==> config.mk <==
export PLATFORM = sky130hd
export DESIGN_NAME = uart_tx_arbiter
export DESIGN_NICKNAME = d
export VERILOG_FILES = /design/src/rtl/uart_tx_arbiter.sv
export SDC_FILE = /design/constraint.sdc
export NUM_CORES = 1
export LEC_CHECK = 0
export ABC_AREA = 1
export CAP_MARGIN = 0
export CORE_ASPECT_RATIO = 1.25
export CORE_MARGIN = 5
export CORE_UTILIZATION = 44
export CTS_CLUSTER_DIAMETER = 100
export DETAILED_ROUTE_END_ITERATION = 7
export PLACE_DENSITY_LB_ADDON = 0.05
export REMOVE_ABC_BUFFERS = 1
export SETUP_SLACK_MARGIN = 0.3
export SYNTH_ARGS = -nofsm -noshare
export SYNTH_HDL_FRONTEND = slang
export SYNTH_SLANG_ARGS = --single-unit
==> constraint.sdc <==
create_clock -name clk -period 2.3 [get_ports clk]
set_input_delay 0.46 -clock clk [delete_from_list [all_inputs] [get_ports clk]]
set_output_delay 0.46 -clock clk [all_outputs]
set_load 0.01 [all_outputs]
==> src/rtl/uart_tx_arbiter.sv <==
// rtl/uart_tx_arbiter.sv - round-robin arbiter sharing one uart_tx among N_REQ byte producers
// Optional feature macro UART_ARB_LOCK_EN adds req_lock so a requester can hold the grant.
module uart_tx_arbiter #(
    parameter int  N_REQ    = 4,
    parameter int  DATA_W   = 8,
    parameter int  BUSY_TMO = 16,
    localparam int ID_W     = (N_REQ > 1) ? $clog2(N_REQ) : 1,
    localparam int TMO_W    = $clog2(BUSY_TMO)
) (
    input  logic                      clk,
    input  logic                      rst,
    input  logic [N_REQ-1:0]          req_valid,
    input  logic [N_REQ*DATA_W-1:0]   req_data,
    output logic [N_REQ-1:0]          req_ready,
    output logic [DATA_W-1:0]         tx_data,
    output logic                      tx_start,
    input  logic                      tx_busy,
    output logic [ID_W-1:0]           grant_id,
    output logic                      ctrl_busy,
`ifdef UART_ARB_LOCK_EN
    input  logic [N_REQ-1:0]          req_lock,
`endif
    output logic                      err_tmo
);

    localparam int IDX_W = ID_W + 1;

    typedef enum logic [1:0] {IDLE, WAIT_BUSY, WAIT_DONE} state_t;

    state_t            state, state_nxt;
    logic [ID_W-1:0]   rr_ptr;
    logic [ID_W-1:0]   sel;
    logic [IDX_W-1:0]  idx;
    logic              found;
    logic              accept;
    logic              tmo_hit;
    logic [TMO_W-1:0]  tmo_cnt;
`ifdef UART_ARB_LOCK_EN
    logic              lock_act;
`endif

    // Scan downwards so the requester closest to rr_ptr is the last (winning) assignment.
    always_comb begin
        found = 1'b0;
        sel   = '0;
        idx   = '0;
        for (int k = N_REQ - 1; k >= 0; k--) begin
            idx = {1'b0, rr_ptr} + IDX_W'(k);
            if (idx >= IDX_W'(N_REQ)) begin
                idx = idx - IDX_W'(N_REQ);
            end
            if (req_valid[idx[ID_W-1:0]]) begin
                found = 1'b1;
                sel   = idx[ID_W-1:0];
            end
        end
`ifdef UART_ARB_LOCK_EN
        if (lock_act) begin
            found = req_valid[grant_id];
            sel   = grant_id;
        end
`endif
    end

    assign accept    = (state == IDLE) && !tx_busy && found;
    assign tmo_hit   = (state == WAIT_BUSY) && !tx_busy && (tmo_cnt == TMO_W'(BUSY_TMO - 1));
    assign ctrl_busy = (state != IDLE);

    always_comb begin
        req_ready = '0;
        if (accept) begin
            req_ready[sel] = 1'b1;
        end
    end

    always_comb begin
        state_nxt = state;
        case (state)
            IDLE:      if (accept) state_nxt = WAIT_BUSY;
            WAIT_BUSY: begin
                if (tx_busy) begin
                    state_nxt = WAIT_DONE;
                end else if (tmo_hit) begin
                    state_nxt = IDLE;
                end
            end
            WAIT_DONE: if (!tx_busy) state_nxt = IDLE;
            default:   state_nxt = IDLE;
        endcase
    end

    always_ff @(posedge clk) begin
        if (rst) begin
            state    <= IDLE;
            rr_ptr   <= '0;
            tmo_cnt  <= '0;
            tx_data  <= '0;
            tx_start <= 1'b0;
            grant_id <= '0;
            err_tmo  <= 1'b0;
`ifdef UART_ARB_LOCK_EN
            lock_act <= 1'b0;
`endif
        end else begin
            state    <= state_nxt;
            tx_start <= accept;
            err_tmo  <= tmo_hit;
            if (accept) begin
                tx_data  <= req_data[int'(sel)*DATA_W +: DATA_W];
                grant_id <= sel;
                rr_ptr   <= (sel == ID_W'(N_REQ - 1)) ? '0 : sel + 1'b1;
                tmo_cnt  <= '0;
`ifdef UART_ARB_LOCK_EN
                lock_act <= req_lock[sel];
`endif
            end else if (state == WAIT_BUSY) begin
                // Holds at the terminal count; cleared again once back in IDLE.
                if (tmo_cnt != TMO_W'(BUSY_TMO - 1)) begin
                    tmo_cnt <= tmo_cnt + 1'b1;
                end
            end else begin
                tmo_cnt <= '0;
            end
        end
    end

endmodule

==> results of run 1 <==
## worst min-delay path, delay by kind of cell, from the launching register on
family	cells	cell delay, ns
flops	1	0.34
simple gates	1	0.07
compound gates	1	0.05
## path summary, 6_finish.rpt
path,startpoint,to,slack [ns],cells after the start
max,rr_ptr[0],req_ready[2],-0.08,13
min,tmo_cnt[0],tmo_cnt[0],0.50,2
max reg2reg,rr_ptr[0],tx_data[7],0.23,17
min reg2reg,tmo_cnt[0],tmo_cnt[0],0.50,2
## registers in the layout, summed over array words and instances, names as in the netlist
signal / flops
tx_data: 8
tmo_cnt: 4
grant_id: 2
rr_ptr: 2
state: 2
err_tmo: 1
tx_start: 1
## synthesized netlist by cell type
master / n / area share [%]
nand2_1: 77 / 20
or2_2: 1 / 0.42
ha_1: 5 / 4.2
nand2_4: 1 / 0.76
o21ai_0: 3 / 1.0
inv_1: 49 / 12
nor2_1: 26 / 6.6
nand4_1: 1 / 0.42
nand3_1: 39 / 13
nor3_1: 3 / 1.0
o21ai_1: 2 / 0.68
buf_2: 3 / 1.0
inv_2: 3 / 0.76
a31o_2: 1 / 0.59
a21oi_1: 5 / 1.7
clkbuf_1: 1 / 0.25
buf_4: 1 / 0.51
buf_6: 2 / 1.5
inv_4: 1 / 0.42
xor2_1: 1 / 0.59
dfxtp_1: 20 / 27
nand3_2: 4 / 2.7
nand2_2: 2 / 0.85
a21boi_2: 1 / 0.76
a21oi_2: 1 / 0.59
## what timing repair did
action                                  in CTS  in global routing
gates resized for setup                     57                 52
pin swaps                                   28                 24
hold buffers                                 0                  0
setup buffers                                8                  4
endpoints found under the setup margin      14                 15
## final cells by class
cell class	count	area (um^2)	area share [%]
multi-input cells	173	1120	41.2
repair buffers	92	851	31.4
flip-flops and latches	20	403	14.9
inverters	53	221	8.17
well taps	37	46.3	1.71
clock buffers	3	41.3	1.52
clock inverters	1	30.0	1.11
## power groups by stage
stage               Clock [mW]  Sequential [mW]  Combinational, mW
finish                   0.355            0.448               1.80
global route             0.379            0.454               1.96
CTS                      0.364            0.445               1.44
detailed placement           0            0.452               1.21
global placement             0            0.451               1.20
floorplan                    0            0.477              0.623
## kinds of logic after synthesis
logic type / after synthesis / synth area share (%)
simple gates: 154 / 45.7
compound gates: 13 / 5.35
flops: 20 / 27.2
xor+xnor: 1 / 0.594
fa+ha+maj: 5 / 4.24
buf+inv: 60 / 17.0
## metal layers
layer / part of all wire, % / routed length (um)
met1: 36 / 1740
met2: 54 / 2560
met3: 6.3 / 298
met4: 3.6 / 174
met5: 0 / 0
## metrics by stage
step	cell area, um^2	TNS, ns
floorplan	1430	0
global placement	2220	-3.38
detailed placement	2220	-3.56
CTS	2460	-0.173
global route	2710	-0.743
finish	2710	-0.279
==> results.ini, run 1 <==
[sta]
slew_headroom_pct=67.2
fin_skew_ns=0.00468
period_minus_slack_ns=2.38
setup_viol=4
min_period_over_period_pct=103
setup_ws_ns=-0.0779
worstMarginPinSlew_ns=0.489
rsz0062_at_grt=true
slew_violations=0
hold_violations=0
max_freq_mhz=421
hold_ws_ns=0.503

[critical_path]
crit_path_frequent_cell=nand2_4
worstSetupStartpointType=flop
worstPathRequired_ns=1.84
cp_top_family=buffers and inverters
criticalPathCategory=reg2out
crit_fanout=8
crit_arrival_ns=1.92
crit_chain=buf_12 > clkinv_8 > nand2_4 > nand2_4 > nand2_4 > buf_6 > o21ai_4 > a21boi_2 > buf_4 > ha_4 > inv_2 > nor2_2 > buf_2
cp_slowest_stage_delay_ns=0.35
end_kind=output port
crit_buf_inv=6
cpMaxStageDelayCell=dfxtp_2

[detailed_routing]
wl_per_cell_um=12.6
first_pass_iters=4
routed_wl_um=4770
drt-vias-per-instance=4.92
via_count=1865
drc_errors=0
drtAntennaViolNets=0
drtIter0Drc=125

[pwr]
seqPwrFrac_pct=17.2
switchingPower_mw=1.10
swShare_pct=42.3
p_per_area_nw_per_um2=962
clkPwrFrac_pct=13.6
pwr-share-comb_pct=69.2
finalPower_mw=2.61
irDropWorstVdd_v=0.000683
p_int_mw=1.50
leakagePower_nw=1.35

[logic_synthesis]
ys_types=25
synth_area_um2=1470
postSynthCellCount=253
synth_area_per_cell_um2=5.83
synth-seq-cells=20
seq_area_frac_synth_pct=27.2
yosys_warnings=0

[cts]
cts.clk_slew.worst_paths_ns=0.08
clockBufferDepth=2
cts_buffers=3
cts.sinks=20
clk_latency_ns=0.26
cts-root-buf=clkbuf_8
cts_tree=yes
cts_htree_levels=1

[outcome]
outcome=complete, but fails checks
violations=setup timing

[global_routing]
grtUsageTotal_pct=20.2
antenna_found_initial=0
grt_max_degree=16
grt_pass1_vias=1780
grt_most_used_layer=met2
met1_usage_pct=20.0
overflow=0
grt_use_met2_pct=38.6
grtUsageMet3_pct=6.35
grt_pass1_wl_um=7120

[die]
placementRows=23
core-area_um2=3220
dieArea_um2=4610
boundaryPins=56
die_h_um=74.7
fp.dieW_um=61.8
start_util_pct=45.7

[finish]
final_core_utilization_pct=84.1
layout_common_cells=nand2_1, clkdlybuf4s50_1, inv_1, buf_4, nand3_1
n_antenna_cell=0
fill_cells=195
fin_nets=387
drive_gt1_share_pct=32.2
area_growth_pct=83.9
final_cell_count_no_fill=379
mostFrequentLayoutCell=nand2_1

[place]
gp_congestion=0.889
hpwl_um=3190
dp.cells=363
pre_cts_ws_ns=-0.719
io_buffers=55

[hold_path]
hold_class=reg2reg

[run]
maxCapViolCount=0

Power figures use the tool's default switching activity.
==> inputs of run 2 (changes only) <==
--- a/config.mk
+++ b/config.mk
@@ -13,7 +13,6 @@
 export CTS_CLUSTER_DIAMETER = 100
 export DETAILED_ROUTE_END_ITERATION = 7
 export PLACE_DENSITY_LB_ADDON = 0.05
-export REMOVE_ABC_BUFFERS = 1
 export SETUP_SLACK_MARGIN = 0.3
 export SYNTH_ARGS = -nofsm -noshare
 export SYNTH_HDL_FRONTEND = slang
==> run 2 against run 1 <==
  * The run still ends with setup timing left
  * Core utilization down 4.2 points
  * Power shrank 8.6%
  * Via count increased by 0.48%
  * Combinational power is 5% lower
  * Cell area down 4.9%
  * Register-to-register slack got worse by 0.34 ns
  * Wire length up 12%
  * Sequential cell count is the same
  * Die area unchanged
  * Setup slack got worse by 0.082 ns
  * Maximum frequency down 3.3%
  * Critical endpoint is now req_ready[3]
  * Largest cell class unchanged
  * Largest power group unchanged
  * Highest routed layer unchanged
==> results.ini, run 2 (synthesis results as in run 1) <==
[sta]
rsz0062_at_grt=true
worstMarginPinSlew_ns=0.462  ; -0.0265 ns
hold_violations=0  ; unchanged
fin_skew_ns=0.00261  ; -0.00207 ns
max_freq_mhz=407  ; -3.3%
hold_ws_ns=0.502  ; -0.00149 ns
setup_viol=7  ; +3
min_period_over_period_pct=107  ; +3.6 points
slew_headroom_pct=69.0  ; +1.8 points
setup_ws_ns=-0.160  ; -0.0819 ns
slew_violations=0  ; unchanged
period_minus_slack_ns=2.46  ; +0.0819 ns

[critical_path]
crit_end=req_ready[3]
end_kind=output port
crit_arrival_ns=2.00  ; +0.08 ns
cp_top_family=buffers and inverters
cp.depth=13  ; unchanged
r2r_slack_ns=-0.11  ; -0.34 ns
crit-reg2reg-launch=rr_ptr[0]
setup.worst_path.start=rr_ptr[0]
worstPathRequired_ns=1.84  ; about the same
criticalPathCategory=reg2out
crit_chain=buf_12 > clkinv_8 > nand2_2 > nand2_4 > nand2_4 > nor2_4 > o21ai_4 > a21boi_2 > buf_4 > ha_1 > inv_1 > nor2_2 > buf_2
crit_buf_inv=5  ; -1
reg2reg_to=tx_data[2]
timing.reg2reg.worst_path_depth=20  ; +3
worstSetupStartpointType=flop
cpMaxStageDelayCell=dfxtp_2
crit_fanout=8  ; unchanged
crit_path_frequent_cell=nand2_4
cp_slowest_stage_delay_ns=0.33  ; -0.02 ns

[die]
start_util_pct=45.7  ; unchanged
dieArea_um2=4610  ; unchanged
boundaryPins=56  ; unchanged
placementRows=23  ; unchanged
die_h_um=74.7  ; unchanged
core-area_um2=3220  ; unchanged
fp.dieW_um=61.8  ; unchanged

[global_routing]
grt_use_met2_pct=44.1  ; +5.5 points
grtUsageTotal_pct=22.9  ; +2.7 points
grtUsageMet3_pct=4.80  ; -1.5 points
met1_usage_pct=22.9  ; +2.9 points
overflow=0  ; unchanged
grt_pass1_wl_um=7960  ; +12%
antenna_found_initial=0  ; unchanged
grt_pass1_vias=1876  ; +5.4%
grt_most_used_layer=met2
grt_max_degree=17  ; +1

[outcome]
outcome=complete, but fails checks
violations=setup timing

[pwr]
finalPower_mw=2.38  ; -8.6%
leakagePower_nw=1.31  ; -2.9%
p_per_area_nw_per_um2=925  ; -3.9%
irDropWorstVdd_v=0.000616  ; -9.8%

[hold_path]
min_path_cells=2  ; unchanged
hold_class=reg2reg

[finish]
largest_register_ffs=8  ; unchanged
largest_register=tx_data
layout_common_cells=nand2_1, inv_1, clkdlybuf4s50_1, nand3_1, buf_4
regArea_um2=402  ; -0.31%
drive_gt1_share_pct=26.7  ; -5.5 points
reg_top3=tx_data x8, tmo_cnt x4
fill_cells=226  ; +16%
final_cell_count_no_fill=378  ; -0.26%
area_growth_pct=74.8
multi_input_area_um2=1020  ; -8.3%
fin_area_um2=2580  ; -4.9%
n_antenna_cell=0  ; unchanged
fin_nets=387  ; unchanged
mostFrequentLayoutCell=nand2_1

[place]
placed_area_um2=2210  ; -0.68%
io_buffers=55  ; unchanged
gp_congestion=0.865  ; -2.8%
dp.cells=360  ; -0.83%
hpwl_um=3210  ; +0.46%

[cts]
clockBufferDepth=2  ; unchanged
cts_buffers=3  ; unchanged
clk_latency_ns=0.26  ; about the same
cts.clk_slew.worst_paths_ns=0.07  ; about the same
cts_htree_levels=1  ; unchanged
cts.sinks=20  ; unchanged
cts_tree=yes
cts-root-buf=clkbuf_8

[detailed_routing]
drtAntennaViolNets=0  ; unchanged
via_count=1874  ; +0.48%
wl_per_cell_um=14.1  ; +12%
drtIter0Drc=117  ; -6.4%
drc_errors=0  ; unchanged
drt-vias-per-instance=4.96  ; +0.75%
routed_wl_um=5340  ; +12%
first_pass_iters=4  ; unchanged

[logic_synthesis]
synth_nets=297

[run]
maxCapViolCount=0  ; unchanged

run 2: cell types whose count changed in the layout (fill, tap and decap cells not counted), sizes merged:
cell and delta:
bufinv -1
run 2: worst min path at each step:
| stage | from | endpoint | slack, ns |
|---|---|---|---|
| final | tmo_cnt[1] | tmo_cnt[1] | 0.50 |
| after floorplan | tmo_cnt[1] | tmo_cnt[1] | 0.46 |
| after global routing | grant_id[0] | grant_id[0] | 0.54 |
| after global placement | tmo_cnt[1] | tmo_cnt[1] | 0.47 |
| after CTS | tmo_cnt[1] | tmo_cnt[1] | 0.49 |
| after detailed placement | tmo_cnt[1] | tmo_cnt[1] | 0.48 |
run 2: final cells by class:
type | instances | share of cell area (%)
multi-input cells | 173 | 39.8
repair buffers | 92 | 32.8
flip-flops and latches | 20 | 15.6
inverters | 53 | 8.40
well taps | 37 | 1.80
clock buffers | 3 | 1.60
run 2: through the flow:
step,utilization (%),TNS (ns),worst slack (ns)
after floorplan,-,0,0.304
after global placement,68.5,-3.49,-0.637
after detailed placement,68.5,-3.85,-0.702
after CTS,75.5,-0.0508,-0.0266
after global routing,79.9,-1.28,-0.238
final,79.9,-0.658,-0.160
run 2: power by group:
part           switching [mW]  internal, mW  total, mW
clock                   0.112         0.117      0.229
combinational           0.910         0.796       1.71
sequential             0.0372         0.409      0.446
run 2: what timing repair did:
action | CTS | global route
hold endpoints to repair | 0 | 0
pin swaps | 21 | 13
buffers inserted | 13 | 2
endpoints found under the setup margin | 15 | 15
hold buffers | 0 | 0
gates resized for setup | 56 | 26
run 2: metal layers:
metal	vias up	share of wire [%]
met5	-	0
met4	0	4.0
li1	944	-
met3	20	5.2
met2	68	56
met1	842	35
run 2: worst register-to-register path, stage by stage, from the launching register on:
cell and delay, ns:
dfxtp_2 0.34, buf_12 0.13, clkinv_8 0.08, nand2_2 0.09, nand2_4 0.07, nand2_4 0.10
nand3_4 0.09, o21ai_4 0.15, nand2_2 0.10, buf_4 0.15, buf_6 0.11, buf_6 0.10
buf_6 0.10, buf_6 0.10, buf_6 0.11, buf_6 0.11, a21oi_4 0.14, nand2_1 0.07
nand2_1 0.07, nand2_1 0.07, nand2_1 0.08
